===== src/rtl/fifo_drain_pkg.sv =====
`default_nettype none
// ============================================================================
// Module   : fifo_drain_pkg
// Brief    : Shared types and defaults for the round-robin FIFO drain stage.
// Revision : 1.0 - initial release
// ============================================================================
package fifo_drain_pkg;

    localparam int c_def_num_ch     = 4;
    localparam int c_def_data_width = 16;
    localparam int c_def_ch_bits    = 2;
    localparam int c_def_max_burst  = 4;

    typedef enum logic [1:0] {
        ARB = 2'd0,
        POP = 2'd1,
        CAP = 2'd2,
        OUT = 2'd3
    } drain_state_t;

    // Counter must be able to hold MAX_BURST itself, hence the +1.
    function automatic int burst_cnt_width(input int max_burst);
        return $clog2(max_burst + 1);
    endfunction

endpackage
`default_nettype wire


===== src/rtl/rr_pick.sv =====
`default_nettype none
// ============================================================================
// Module   : rr_pick
// Brief    : Combinational round-robin picker; first request after last_grant.
// Revision : 1.0 - initial release
// ============================================================================
module rr_pick
    import fifo_drain_pkg::*;
#(
    parameter int NUM_CH  = c_def_num_ch,
    parameter int CH_BITS = c_def_ch_bits
) (
    input  logic [NUM_CH-1:0]  i_req,
    input  logic [CH_BITS-1:0] i_last_grant,
    output logic [CH_BITS-1:0] o_grant,
    output logic               o_any_req
);

    logic [CH_BITS-1:0] w_hi;
    logic [CH_BITS-1:0] w_lo;
    logic               w_hi_found;

    // Descending scan leaves the lowest matching index in each candidate:
    // w_hi is the first request above last_grant, w_lo is the wrap fallback.
    always_comb begin
        w_hi       = '0;
        w_lo       = '0;
        w_hi_found = 1'b0;
        for (int i = NUM_CH - 1; i >= 0; i--) begin
            if (i_req[i]) begin
                w_lo = CH_BITS'(i);
                if (i > int'(i_last_grant)) begin
                    w_hi       = CH_BITS'(i);
                    w_hi_found = 1'b1;
                end
            end
        end
    end

    assign o_grant   = w_hi_found ? w_hi : w_lo;
    assign o_any_req = |i_req;

endmodule
`default_nettype wire


===== src/rtl/fifo_rr_drain.sv =====
`default_nettype none
// ============================================================================
// Module   : fifo_rr_drain
// Brief    : Round-robin drain of NUM_CH registered-read FIFOs onto valid/ready.
// Revision : 1.0 - initial release
// ============================================================================
module fifo_rr_drain
    import fifo_drain_pkg::*;
#(
    parameter int NUM_CH     = c_def_num_ch,
    parameter int DATA_WIDTH = c_def_data_width,
    parameter int CH_BITS    = c_def_ch_bits,
    parameter int MAX_BURST  = c_def_max_burst
) (
    input  logic                         clk,
    input  logic                         rst_n,
    input  logic [NUM_CH-1:0]            i_empty,
    input  logic [NUM_CH*DATA_WIDTH-1:0] i_data,
    output logic [NUM_CH-1:0]            o_pop,
    output logic                         o_valid,
    input  logic                         i_ready,
    output logic [DATA_WIDTH-1:0]        o_data,
    output logic [CH_BITS-1:0]           o_ch
);

    localparam int c_burst_w = burst_cnt_width(MAX_BURST);

    drain_state_t          r_state;
    drain_state_t          w_state_nxt;
    logic [CH_BITS-1:0]    r_grant;
    logic [CH_BITS-1:0]    r_last_grant;
    logic [c_burst_w-1:0]  r_burst_cnt;
    logic [DATA_WIDTH-1:0] r_data;
    logic [CH_BITS-1:0]    r_ch;
    logic                  r_valid;

    logic [CH_BITS-1:0]    w_pick;
    logic                  w_any_req;
    logic                  w_handshake;
    logic                  w_continue;
    logic [DATA_WIDTH-1:0] w_ch_data [NUM_CH];
    logic [DATA_WIDTH-1:0] w_sel_data;

    rr_pick #(
        .NUM_CH  (NUM_CH),
        .CH_BITS (CH_BITS)
    ) u_rr_pick (
        .i_req        (~i_empty),
        .i_last_grant (r_last_grant),
        .o_grant      (w_pick),
        .o_any_req    (w_any_req)
    );

    for (genvar g = 0; g < NUM_CH; g++) begin : g_unpack
        assign w_ch_data[g] = i_data[g*DATA_WIDTH +: DATA_WIDTH];
    end

    // Pop strobe is purely state-decoded and gated by reset so that no FIFO
    // sees a pop while the shared reset is asserted.
    for (genvar g = 0; g < NUM_CH; g++) begin : g_pop
        assign o_pop[g] = rst_n && (r_state == POP) && (r_grant == CH_BITS'(g));
    end

    assign w_sel_data  = w_ch_data[r_grant];
    assign w_handshake = (r_state == OUT) && r_valid && i_ready;
    // Uses the pre-increment count; the empty flag already reflects the last pop.
    assign w_continue  = ((int'(r_burst_cnt) + 1) < MAX_BURST) && !i_empty[r_grant];

    always_ff @(posedge clk) begin
        if (!rst_n) begin
            r_state <= ARB;
        end else begin
            r_state <= w_state_nxt;
        end
    end

    always_comb begin
        w_state_nxt = r_state;
        case (r_state)
            ARB: begin
                if (w_any_req) begin
                    w_state_nxt = POP;
                end
            end
            POP: w_state_nxt = CAP;
            CAP: w_state_nxt = OUT;
            OUT: begin
                if (w_handshake) begin
                    w_state_nxt = w_continue ? POP : ARB;
                end
            end
            default: w_state_nxt = ARB;
        endcase
    end

    always_ff @(posedge clk) begin
        if (!rst_n) begin
            r_grant      <= '0;
            r_last_grant <= CH_BITS'(NUM_CH - 1);
            r_burst_cnt  <= '0;
            r_data       <= '0;
            r_ch         <= '0;
            r_valid      <= 1'b0;
        end else begin
            case (r_state)
                ARB: begin
                    r_burst_cnt <= '0;
                    if (w_any_req) begin
                        r_grant <= w_pick;
                    end
                end
                CAP: begin
                    r_data  <= w_sel_data;
                    r_ch    <= r_grant;
                    r_valid <= 1'b1;
                end
                OUT: begin
                    if (w_handshake) begin
                        r_valid <= 1'b0;
                        if (r_burst_cnt != c_burst_w'(MAX_BURST)) begin
                            r_burst_cnt <= r_burst_cnt + 1'b1;
                        end
                        if (!w_continue) begin
                            r_last_grant <= r_grant;
                        end
                    end
                end
                default: begin
                end
            endcase
        end
    end

    assign o_valid = r_valid;
    assign o_data  = r_data;
    assign o_ch    = r_ch;

endmodule
`default_nettype wire


===== config.mk =====
export PLATFORM = sky130hd
export DESIGN_NAME = fifo_rr_drain
export DESIGN_NICKNAME = d
export VERILOG_FILES = /design/src/rtl/fifo_drain_pkg.sv /design/src/rtl/rr_pick.sv /design/src/rtl/fifo_rr_drain.sv
export SDC_FILE = /design/constraint.sdc
export NUM_CORES = 1
export LEC_CHECK = 0
export BUFFER_PORTS_ARGS = -buffer_cell sky130_fd_sc_hd__buf_2
export CORE_MARGIN = 3
export CORE_UTILIZATION = 40
export CTS_CLUSTER_SIZE = 30
export DETAILED_ROUTE_END_ITERATION = 10
export GPL_TIMING_DRIVEN = 0
export PLACE_DENSITY_LB_ADDON = 0.3
export REMOVE_ABC_BUFFERS = 1
export SYNTH_ARGS = -nofsm -noshare
export SYNTH_HDL_FRONTEND = slang
export SYNTH_SLANG_ARGS = --single-unit

===== constraint.sdc =====
create_clock -name clk -period 1.8 [get_ports clk]
set_input_delay 0.36 -clock clk [delete_from_list [all_inputs] [get_ports clk]]
set_output_delay 0.36 -clock clk [all_outputs]
set_load 0.03 [all_outputs]

# Word-level counts from Yosys, hierarchy flattened
# Index checks and enable logic that the tools add are counted.
# Widths: inputs -> output; s select.
[word_totals]
reg_bits = 28
latchBits = 0
ram_bits = 0
mem_bits_ro = 0
in_bits = 71
mem_count = 0
[classes]
n_addsub = 2
multipliers = 0
div_mod_pow = 0
magnitude_cmp = 6
eq_ne = 10
shift = 0
n_mux = 31
bitwise = 3
reduce_logical = 19
[op_table]
columns = ["operator", "count"]
rows = [
  ["$bmux 16 s2", 1],
  ["$mux 16", 2],
  ["$mux 2", 13],
  ["$mux 1", 9],
  ["$eq 2x2->1 const B", 4],
  ["$logic_and 1x1->1", 8],
  ["$pmux 2 s4", 1],
  ["$mux 3", 2],
  ["$pmux 3 s2", 1],
  ["$reduce_and 2->1", 3],
  ["$reduce_and 3->1", 2],
  ["$add 3x1->4 const B", 1],
  ["$eq 2x1->1 const B", 2],
  ["$gt 2x2->1 const A", 2],
  ["$logic_not 2->1", 2],
  ["$lt 4x3->1 const B", 1],
  ["$ne 2x1->1 const B", 2],
  ["$not 4->4", 1],
  ["$reduce_bool 2->1", 2],
  ["$reduce_or 4->1", 1],
  ["$add 3x1->3 const B", 1],
  ["$ge 3x3->1 const B", 1],
  ["$lt 2x3->1 const B", 1],
  ["$ne 3x3->1 const B", 1],
  ["7 further kinds", 7],
]

# Logic depth before layout (Yosys ltp)
# Gate-level depths: netlist (run 1).
[depth]
word_depth = 8
ltp_mapped = 6
ltp_nobuf = 6

# Hierarchy
# Synthesis (run 1) repeated with hierarchy kept, for this count alone.
[unflattened]
cells_unflattened = 176
area_unflattened_um2 = 1819.2
[by_module_without_submodules]
columns = ["module", "n_inst", "cells_each", "area_per_inst_um2"]
rows = [
  ["fifo_rr_drain", 1, 163, 1749.2],
  ["rr_pick", 1, 13, 70.1],
]

# Worst setup path before layout (run 1)
# No wires, ideal clock.
[synth_path]
kind = "in2out"
from = "input rst_n"
to = "output o_pop[2]"
arrival_ns = 1.416
path_slack_ns = 0.024
cell_stages = 3
path_buffers = 1
cell_sequence = "clkbuf_1 nand2_1 nor3b_1"
[synth_between]
elab_chain_cells = 2
[synth_rtl]
columns = ["element", "line", "text"]
rows = [
  ["from (decl)", "fifo_rr_drain.sv:16", "input logic rst_n,"],
  ["$logic_and 1x1->1 (2 in series)", "fifo_rr_drain.sv:61", "assign o_pop[g] = rst_n && (r_state == POP) && (r_grant == CH_BITS'(g));"],
  ["to (decl)", "fifo_rr_drain.sv:19", "output logic [NUM_CH-1:0] o_pop,"],
]
# No other way between the ends.

# Final worst setup path (run 1)
[layout_path]
from = "register r_grant[0]"
to = "output o_pop[3]"
[layout_between]
elab_chain_cells = 2
[layout_rtl]
columns = ["element", "line", "text"]
rows = [
  ["from (decl)", "fifo_rr_drain.sv:30", "logic [CH_BITS-1:0] r_grant;"],
  ["from (signal assigned)", "fifo_rr_drain.sv:109", "r_grant <= w_pick;"],
  ["$eq 2x2->1", "fifo_rr_drain.sv:61", ""],
  ["$logic_and 1x1->1", "fifo_rr_drain.sv:61", ""],
]
# No other way between the ends.

==> flow_metrics.py, run 1 <==
metrics = {
    "cells_and_area": {
        "drive_gt1_frac": 0.478,
        "layout-area-overhead-vs-synth_pct": 29.5,
        "final_common_cell": "buf_2",
        "fin_util": 0.562,
        "nNetsFinal": 334,
        "final_cells": 305,
        "most-common-layout-cells": "90 x buf_2, 25 x mux2i_1, 25 x nor2b_1, 25 x dfxtp_1, 14 x mux4_2",
        "antennaDiodeCount": 0,
    },
    "floorplan": {
        "die-height_um": 73.5,
        "ios": 94,
        "fp.dieW_um": 73.5,
        "die-area_um2": 5410,
        "rows": 23,
        "initial_core_util": 0.434,
        "core_area_um2": 4200,
    },
    "critical_path": {
        "r2r_end": "o_data[1]",
        "r2r-start": "r_state[0]",
        "cp-end-kind": "primary output",
        "endpoint": "o_pop[3]",
        "worstPathMaxFanout": 24,
        "startpoint_type": "flip-flop",
        "crit_chain": "and4_1 -> buf_2",
        "r2r.worst_path.cells": 4,
        "max_stage_delay_ns": 0.62,
        "r2r_setup_slack_ns": 0.25,
        "crit_required_ns": 1.44,
        "path_class": "reg2out",
        "cp_slowest_cell": "dfxtp_4",
        "critPathArrivalTime_ns": 1.33,
        "critPathLaunch": "r_grant[0]",
    },
    "logic_synthesis": {
        "avgSynthCellArea_um2": 10.8,
        "synth_top_area_cell": "dfxtp_1",
        "yosysTopAreaCellShare": 0.307,
        "ys_seq_elements": 28,
        "yosysUniqueCellTypes": 33,
        "seq_area_frac_synth": 0.307,
        "ys.warnings.count": 0,
        "synthTopCellsByArea": "dfxtp_1 31%, mux4_2 17%, mux2i_1 14%",
        "netlist_area_um2": 1820,
        "synth_cells": 169,
    },
    "run_status": {
        "status": "finished, final reports clean",
    },
    "route": {
        "drc": 0,
        "wl_um": 4270,
        "wl_per_cell_um": 14.0,
        "drt_iter0_markers": 75,
        "antenna_left": 0,
        "route.vias.total": 1595,
        "dr.pass1.iters": 4,
        "vias_per_cell": 5.23,
    },
    "cts": {
        "cts_buffers": 3,
        "root_buffer": "clkbuf_8",
        "cts_htree_levels": 1,
        "clkTransAtPathRegs_ns": 0.09,
        "cts_hold_buffers": 0,
        "cts_tree": "done",
        "clock-sinks": 28,
        "clockBufferDepth": 2,
        "post_cts.repair.setup_buffers": 0,
        "clk_latency_ns": 0.26,
    },
    "place": {
        "gp_congestion": 0.712,
        "dpl.hpwl_um": 3220,
        "io_buffers": 93,
        "dp.cells": 301,
    },
    "sta": {
        "drv_slew": 0,
        "hold_slack_ns": 0.450,
        "fmax_mhz": 593,
        "tightest_slew_ns": 0.595,
        "min_period_ns": 1.69,
        "finClkSkew_ns": 0.00407,
        "rsz0062_at_grt": "no",
        "finalSetupViolCount": 0,
        "post-route-period-util": 0.937,
        "hold_viol": 0,
        "slew_headroom": 0.603,
    },
    "global_route": {
        "grt_pass1_vias": 1414,
        "grt_antenna_before_repair": 0,
        "grt.total_usage": 0.146,
        "grt_pass1_wl_um": 6270,
        "grt-ovfl-total": 0,
        "grt_max_degree": 32,
    },
    "pwr": {
        "p_per_area_nw_per_um2": 1170,
        "ir_drop_v": 0.000793,
        "p_leak_nw": 1.03,
    },
    "flow_run": {
        "maxCapViolCount": 0,
    },
    "hold_path": {
        "hold_class": "in2reg",
    },
}
[power by group]
part	total [mW]	switching, mW	internal (mW)	leakage, nW
registers	1.03	0.259	0.774	0.230
clock network	0.378	0.182	0.195	0.0288
logic	1.36	0.664	0.699	0.767
total	2.77	1.11	1.67	1.03
[critical path: cells and delay by family, from the launching register on]
family / cells / cell delay [ns]
buffers and inverters: 1 / 0.19
DFF: 1 / 0.62
and+or+nand+nor: 1 / 0.25
[repair_timing]
| action | CTS | global route |
|---|---|---|
| setup endpoints to repair | 26 | 4 |
| pin swaps | 0 | 1 |
| resized for setup | 7 | 7 |
[through the flow]
step           TNS, ns  worst slack, ns  cell area [µm²]  total power [mW]
2_1_floorplan    -1.57           -0.359             1750              2.01
3_3_place_gp     -8.16           -0.451             2270              2.38
3_5_place_dp     -8.72           -0.492             2270              2.41
4_1_cts        -0.0138         -0.00815             2340              2.80
5_1_grt              0           0.0127             2360              2.98
6_report             0            0.114             2360              2.77
[layout make-up]
| cell class | count | area [µm²] |
|---|---|---|
| inverters | 4 | 15.0 |
| multi-input cells | 126 | 1190 |
| well taps | 50 | 62.6 |
| flip-flops and latches | 28 | 569 |
| repair buffers | 93 | 473 |
| fillers | 401 | 1840 |
| clock buffers | 4 | 55.1 |
[Yosys cell counts, drive strengths merged]
master	n
dfxtp	28
mux2i	25
nor2b	25
mux4	16
nand2	11
buf	8
a21oi	7
ha	7
o21ai	7
inv	4
and2	3
clkbuf	3
a21boi	2
and4	2
nand2b	2
nand3b	2
nor3	2
nor3b	2
o211ai	2
a22oi	1
a31oi	1
and3	1
mux2	1
nand3	1
nand4	1
nor2	1
o21a	1
o221ai	1
o2bb2ai	1
or2	1
[sequential cells by signal, indices dropped and copies added, names as in the netlist]
name          cells
o_data           16
r_burst_cnt       3
o_ch              2
r_grant           2
r_last_grant      2
r_state           2
o_valid           1
[kinds of logic after synthesis]
family          Yosys count  synth area share
compound gates           23            0.0761
fa+ha+maj                 7            0.0480
buf+inv                  15            0.0514
flops                    28             0.307
mux                      42             0.345
simple gates             54             0.172
[worst min-delay path by stage]
stage                    start    endpoint  slack, ns  cells past startpoint
finish              i_empty[2]  r_grant[0]       0.45                      3
global route        i_empty[2]  r_grant[0]       0.51                      3
CTS                 i_empty[2]  r_grant[0]       0.45                      3
detailed placement  o_data[10]  o_data[10]       0.50                      2
global placement    o_data[12]  o_data[12]       0.49                      2
floorplan                rst_n  r_state[0]       0.48                      1
[per-layer routing]
metal,global-route usage,up-vias,share of wire
met5,0,-,0
met4,0.0241,0,0.0047
met3,0.0274,2,0.10
met2,0.274,63,0.48
met1,0.174,741,0.41
li1,-,789,-
(Power assumes the default switching activity.)
==> inputs of run 2 (changes only) <==
Settings changed: BUFFER_PORTS_ARGS -buffer_cell sky130_fd_sc_hd__buf_2 to -buffer_cell sky130_fd_sc_hd__buf_4.
==> run 2 against run 1 <==
Compared with the run above:
- total power is 2.1% higher
- flip-flop and latch count stayed put
- cell count is 0.33% lower
- critical path type unchanged
==> flow_metrics.py, run 2 (same netlist as run 1, synthesis figures left out) <==
metrics = {
    "pwr": {
        "ir_drop_v": 0.000999,
        "p_per_area_nw_per_um2": 1100,
        "p_leak_nw": 1.08,
        "power.total_mw": 2.83,
    },
    "global_route": {
        "grt_max_degree": 32,
        "grt.total_usage": 0.159,
        "grt-ovfl-total": 0,
        "grt_antenna_before_repair": 0,
        "grt_pass1_wl_um": 6830,
        "grt_pass1_vias": 1546,
    },
    "cells_and_area": {
        "largest_register_ffs": 16,
        "antennaDiodeCount": 0,
        "most-common-layout-cells": "93 x buf_4, 26 x dfxtp_1, 25 x mux2i_1, 25 x nor2b_1, 14 x mux4_2",
        "n_fill_cell": 362,
        "layout-area-overhead-vs-synth_pct": 41.0,
        "drive_gt1_frac": 0.472,
        "final_cells": 304,
        "nNetsFinal": 334,
        "final_common_cell": "buf_4",
        "fin_util": 0.612,
    },
    "cts": {
        "clkTransAtPathRegs_ns": 0.08,
        "cts_buffers": 3,
        "clock-sinks": 28,
        "clockBufferDepth": 2,
        "cts_tree": "done",
        "post_cts.repair.setup_buffers": 0,
        "root_buffer": "clkbuf_8",
        "clk_latency_ns": 0.27,
        "cts_htree_levels": 1,
        "cts_hold_buffers": 0,
    },
    "place": {
        "dp.cells": 301,
        "io_buffers": 93,
        "dpl.hpwl_um": 3360,
        "gp_congestion": 0.738,
    },
    "critical_path": {
        "worstPathMaxFanout": 5,
        "path_class": "reg2out",
        "cp-end-kind": "primary output",
        "crit_required_ns": 1.44,
        "critPathArrivalTime_ns": 1.35,
        "startpoint_type": "flip-flop",
    },
    "route": {
        "drc": 0,
        "dr.pass1.iters": 4,
        "drt_iter0_markers": 62,
        "wl_um": 4470,
        "vias_per_cell": 5.22,
        "wl_per_cell_um": 14.7,
        "antenna_left": 0,
        "route.vias.total": 1588,
    },
    "floorplan": {
        "core_area_um2": 4200,
        "die-height_um": 73.5,
        "rows": 23,
        "ios": 94,
        "die-area_um2": 5410,
        "initial_core_util": 0.434,
        "fp.dieW_um": 73.5,
    },
    "hold_path": {
        "hold_class": "in2reg",
    },
    "sta": {
        "slew_headroom": 0.596,
        "fmax_mhz": 586,
        "min_period_ns": 1.71,
        "post-route-period-util": 0.948,
        "drv_slew": 0,
        "hold_viol": 0,
        "finalSetupViolCount": 0,
        "hold_slack_ns": 0.432,
        "finClkSkew_ns": 0.0105,
        "tightest_slew_ns": 0.606,
    },
    "run_status": {
        "status": "finished, final reports clean",
    },
    "flow_run": {
        "maxCapViolCount": 0,
    },
}
run 2: repair_timing:
item	CTS	global route
hold endpoints to repair	0	0
endpoints found under the setup margin	26	3
resized for setup	5	5
run 2: final timing paths:
check / startpoint / to / slack [ns] / cells after the start
setup / recovery: r_state[1] / o_pop[2] / 0.09 / 5
hold / removal: i_empty[2] / r_grant[0] / 0.43 / 3
setup reg to reg: r_state[0] / o_data[3] / 0.24 / 4
hold reg to reg: o_data[1] / o_data[1] / 0.53 / 2
run 2: stage by stage:
step	area, µm²	TNS, ns	worst slack [ns]
5_1_grt	2570	-0.00434	-0.00434
3_5_place_dp	2510	-8.32	-0.461
2_1_floorplan	1750	-1.57	-0.359
4_1_cts	2560	0	0.0256
6_report	2570	0	0.0936
3_3_place_gp	2510	-7.96	-0.448
run 2: area by class of cell:
class / count / area (µm²) / area share
Multi-Input combinational cell: 126 / 1190 / 0.462
Timing Repair Buffer: 93 / 698 / 0.271
Sequential cell: 28 / 568 / 0.221
Tap cell: 50 / 62.6 / 0.0243
Clock buffer: 3 / 41.3 / 0.0161
Inverter: 4 / 15.0 / 0.00584
run 2: layer usage:
layer	part of all wire	up-vias	track usage
li1	-	791	-
met3	0.12	5	0.0342
met2	0.48	66	0.281
met1	0.39	726	0.195
met4	0.0080	0	0.0362
met5	0	-	0
run 2: report_power, final:
part / total (mW) / switching, mW / internal, mW / leakage [nW]
Combinational: 1.47 / 0.671 / 0.794 / 0.827
Sequential: 1.03 / 0.263 / 0.772 / 0.229
Clock: 0.333 / 0.183 / 0.150 / 0.0216
run 2: critical path, stage by stage (launching register included):
cell and delay, ns:
dfxtp_1 0.36, inv_2 0.10, ha_2 0.19, nand2_2 0.07, nor3b_2 0.18, buf_4 0.18
